==> src/rtl/iter_divider.sv <==
// iter_divider: multi-cycle radix-2 restoring divider, one quotient bit per cycle,
// AXI-stream style operand handshake and a single-cycle {quotient, remainder} result pulse.
module iter_divider #(
    parameter int SIGNED = 0,
    parameter int DATA_W = 32
) (
    input  logic                  clk,
    input  logic                  reset,
    input  logic [DATA_W-1:0]     s_axis_dividend_tdata,
    input  logic                  s_axis_dividend_tvalid,
    output logic                  s_axis_dividend_tready,
    input  logic [DATA_W-1:0]     s_axis_divisor_tdata,
    input  logic                  s_axis_divisor_tvalid,
    output logic                  s_axis_divisor_tready,
    output logic [2*DATA_W-1:0]   m_axis_dout_tdata,
    output logic                  m_axis_dout_tvalid
);
    localparam logic [1:0] IDLE = 2'd0, BUSY = 2'd1, DONE = 2'd2;
    localparam int CW = $clog2(DATA_W);
    logic [1:0] state;
    logic have_dvd, have_dvs;
    logic [DATA_W-1:0] dvd_r, dvs_r, q, rem;
    logic [CW-1:0] cnt;
    logic dvd_hs, dvs_hs, start, last, borrow, neg_dvd, neg_dvs, neg_in, dvs_zero;
    logic [DATA_W-1:0] dvd_in, abs_in, dvs_mag, sub, q_next, rem_next, q_fin, r_fin;
    logic [DATA_W:0] shifted;

    assign s_axis_dividend_tready = state == IDLE && !have_dvd;
    assign s_axis_divisor_tready  = state == IDLE && !have_dvs;
    assign m_axis_dout_tvalid     = state == DONE;
    assign dvd_hs = s_axis_dividend_tvalid && s_axis_dividend_tready;
    assign dvs_hs = s_axis_divisor_tvalid && s_axis_divisor_tready;
    assign start  = state == IDLE && (have_dvd || dvd_hs) && (have_dvs || dvs_hs);
    assign dvd_in = have_dvd ? dvd_r : s_axis_dividend_tdata;
    assign neg_in = SIGNED != 0 && dvd_in[DATA_W-1];
    assign abs_in = neg_in ? -dvd_in : dvd_in;
    assign last   = cnt == CW'(DATA_W - 1);

    // Iteration works on magnitudes; signs are reapplied only when the result is latched.
    assign neg_dvd  = SIGNED != 0 && dvd_r[DATA_W-1];
    assign neg_dvs  = SIGNED != 0 && dvs_r[DATA_W-1];
    assign dvs_mag  = neg_dvs ? -dvs_r : dvs_r;
    assign dvs_zero = dvs_r == '0;
    assign shifted  = {rem, q[DATA_W-1]};
    assign borrow   = shifted < {1'b0, dvs_mag};
    assign sub      = shifted[DATA_W-1:0] - dvs_mag;
    assign q_next   = {q[DATA_W-2:0], ~borrow};
    assign rem_next = borrow ? shifted[DATA_W-1:0] : sub;
    assign q_fin    = dvs_zero ? '1 : (neg_dvd ^ neg_dvs) ? -q_next : q_next;
    assign r_fin    = dvs_zero ? dvd_r : neg_dvd ? -rem_next : rem_next;

    always_ff @(posedge clk) begin
        if (reset) begin
            state             <= IDLE;
            have_dvd          <= 1'b0;
            have_dvs          <= 1'b0;
            dvd_r             <= '0;
            dvs_r             <= '0;
            q                 <= '0;
            rem               <= '0;
            cnt               <= '0;
            m_axis_dout_tdata <= '0;
        end else begin
            if (dvd_hs) dvd_r <= s_axis_dividend_tdata;
            if (dvs_hs) dvs_r <= s_axis_divisor_tdata;
            if (start) begin
                state    <= BUSY;
                have_dvd <= 1'b0;
                have_dvs <= 1'b0;
                q        <= abs_in;
                rem      <= '0;
                cnt      <= '0;
            end else begin
                if (dvd_hs) have_dvd <= 1'b1;
                if (dvs_hs) have_dvs <= 1'b1;
            end
            if (state == BUSY) begin
                q   <= q_next;
                rem <= rem_next;
                cnt <= cnt + 1'b1;
                if (last) begin
                    state             <= DONE;
                    m_axis_dout_tdata <= {q_fin, r_fin};
                end
            end
            if (state == DONE) state <= IDLE;
        end
    end
endmodule
==> config.mk <==
export PLATFORM = sky130hd
export DESIGN_NAME = iter_divider
export DESIGN_NICKNAME = d
export VERILOG_FILES = /design/src/rtl/iter_divider.sv
export SDC_FILE = /design/constraint.sdc
export NUM_CORES = 1
export LEC_CHECK = 0
export BUFFER_PORTS_ARGS = -buffer_cell sky130_fd_sc_hd__buf_2
export CORE_MARGIN = 4
export CORE_UTILIZATION = 45
export CTS_CLUSTER_SIZE = 8
export DETAILED_ROUTE_END_ITERATION = 10
export PLACE_DENSITY_LB_ADDON = 0.3
export SYNTH_ARGS = -nofsm -noshare
export SYNTH_HDL_FRONTEND = slang
export SYNTH_SLANG_ARGS = --single-unit
==> constraint.sdc <==
create_clock -name clk -period 3.4 [get_ports clk]
set_input_delay 0.51 -clock clk [delete_from_list [all_inputs] [get_ports clk]]
set_output_delay 0.51 -clock clk [all_outputs]
set_load 0.02 [all_outputs]
==> flow_metrics.tcl <==
set metrics [dict create \
    status "finished clean" \
    drtPass1Iterations 7 \
    grt_pass1_vias 9807 \
    yosys_register_bits 201 \
    grt.overflow.total 0 \
    cap_viol_max_count 0 \
    post-route-period-util_pct 97.2 \
    syn-cell-area_um2 10500 \
    track_usage_pct 24.9 \
    synth-main-ff-cell "dfxtp_1" \
    numCtsBuffers 29 \
    worst-path-max-fanout 17 \
    viasPerCell 5.85 \
    drtAntennaViolNets 0 \
    startpoint_type "flip-flop" \
    p_per_area_nw_per_um2 711 \
    grt_pass1_wl_mm 52.6 \
    hold_buffers 0 \
    cts_tree "yes" \
    rsz0062_at_grt "true" \
    synth.distinct_cells 67 \
    clock-sinks 201 \
    clock_skew_ns 0.0128 \
    hp-class "primary input to flip-flop" \
    yosys-top-cells-area "dfxtp_1, a21oi_1, nand2_1" \
    area_growth_pct 16.5 \
    nFillCells 2266 \
    core_area_um2 22800 \
    final_nets 1586 \
    clockBufferDepth 3 \
    htree_levels 1 \
    worst_pin_slew_ns 1.14 \
    diodes 0 \
    drt-total-wl_mm 34.0 \
    num_rows 55 \
    cts-root-buf "clkbuf_16" \
    port_buffers 134 \
    netlist_instances 1390 \
    crit_arrival_ns 3.73 \
    place.gp.congestion 0.985 \
    die_y_um 161 \
    critical_path_class "flip-flop to flip-flop" \
    worstSetupEndpointType "flip-flop" \
    yosysTopAreaCell "dfxtp_1" \
    most-common-layout-cells "nand2_1, a21oi_1, dfxtp_1" \
    setup_viol_count_final 0 \
    maxSlewViolCount 0 \
    irDropWorstVdd_mv 0.412 \
    cts.clk_slew.worst_paths_ns 0.05 \
    synth_top_area_share_pct 38.2 \
    die_x_um 161 \
    drive_above_1_share_pct 15.8 \
    ys_seq_area_share_pct 38.2 \
    initial_core_util_pct 46.1 \
    drt-initial-drc-count 1062 \
    crit_required_ns 3.82 \
    avgSynthCellArea_um2 7.57 \
    hpwl_mm 24.2 \
    layout_min_cycle_time_ns 3.30 \
    grt_max_degree 73 \
    slew_headroom_pct 24.0 \
    setup_slack_ns 0.0964 \
    dieArea_um2 25900 \
    synth_edf_count 0 \
    finalHoldViolations 0 \
    pre_cts_ws_ns 0.106 \
    ios 135 \
    final_common_cell "nand2_1" \
    timing.hold.ws_ns 0.195 \
    max_freq_mhz 303 \
    synth_fp_nets 1493 \
    drc 0 \
    synth-async-reset-ratio_pct 0 \
    wl_per_cell_um 18.9 \
    vias 10500 \
    p_leak_nw 4.99 \
    antenna_found_initial 2 \
    clock_latency_ns 0.55 \
    synth_warnings 0 \
]
[cell usage after synthesis (7+ instances only)]
cell type and count:
o211ai_1 52, clkbuf_1 91, nand3_1 57, dfxtp_1 201, o21a_1 7, nor4_1 8, a211oi_1 12, xnor2_1 12
o21ai_1 15, a21o_1 9, inv_1 43, and3_1 14, a21oi_1 218, xor2_1 13, o21ai_0 101, or3_1 8
and2_1 7, nor3_1 24, nand2_1 240, nor2_1 77, mux2i_1 37, ha_1 34
[layer usage]
layer | vias up | track usage (%) | part of all wire, %
met3 | 66 | 5.70 | 8.6
met4 | 4 | 7.95 | 3.0
met1 | 4922 | 33.9 | 43
met5 | - | 0 | 0.053
li1 | 5094 | - | -
met2 | 425 | 39.4 | 45
[metrics by stage]
step | power, mW | TNS (ns) | cell area (um2) | cells | utilization [%]
finish | 8.72 | 0 | 12300 | 1798 | 53.7
global route | 9.21 | -0.0523 | 12300 | 1798 | 53.7
CTS | 8.68 | 0 | 12200 | 1797 | 53.5
detailed placement | 6.05 | 0 | 11400 | 1764 | 50.1
global placement | 6.02 | 0 | 11400 | 1764 | 50.1
floorplan | 5.22 | 0 | 10500 | 1390 | -
[flip-flops by register name, indices dropped and copies added, names as in the netlist]
signal             count
cnt                    5
dvd_r                 32
dvs_mag               32
have_dvd               1
have_dvs               1
m_axis_dout_tdata     64
q                     32
rem                   32
state                  2
[path summary, 6_finish.rpt]
kind / to / depth (start not counted) / start / slack (ns)
worst max-delay path: m_axis_dout_tdata[21]$_SDFFE_PP0P_ / 11 / dvs_mag[15]$_SDFFE_PP0P_ / 0.1
worst min-delay path: dvs_mag[31]$_SDFFE_PP0P_ / 3 / s_axis_divisor_tdata[31] / 0.19
worst max register to register: m_axis_dout_tdata[21]$_SDFFE_PP0P_ / 11 / dvs_mag[15]$_SDFFE_PP0P_ / 0.1
worst min register to register: dvd_r[14]$_SDFFE_PP0P_ / 2 / dvd_r[14]$_SDFFE_PP0P_ / 0.47
[report_power, final]
group / switching (mW) / internal [mW] / leakage (nW) / total [mW]
logic: 2.10 / 1.27 / 2.96 / 3.37
registers: 0.194 / 2.54 / 1.64 / 2.73
clock network: 1.02 / 1.60 / 0.390 / 2.62
[timing repair]
item	CTS	global route
setup buffers	0	1
endpoints found under the setup margin	0	32
resized for setup	0	7
[critical path, cell delays in order, from the launching register on]
cell      delay (ns)
dfxtp_1         0.37
inv_1           0.06
ha_2            0.38
nand2_1         0.13
or2_0           0.27
a211o_1         0.34
a31o_2          0.29
nor4_4          0.35
o21a_1          0.28
nor2_2          0.19
a211oi_1        0.41
o21ai_1         0.12
[cell type report]
type	instances	area (um2)	area share, %
tap	313	392	3.19
inverter	43	161	1.32
multi-input combinational	1037	5930	48.4
clock buffer	31	743	6.06
clock inverter	2	50.0	0.408
sequential	201	4030	32.8
timing repair buffer	171	955	7.79
[cell families after synthesis]
| logic type | share of synthesized area, % |
|---|---|
| flip-flops | 38.2 |
| multiplexers | 3.73 |
| AND/OR/NAND/NOR | 19.2 |
| AO/OA/AOI/OAI | 26.7 |
| buffers and inverters | 5.85 |
| XOR/XNOR | 2.08 |
| adder cells (fa/ha/maj) | 4.23 |
Power figures use the tool's default switching activity.
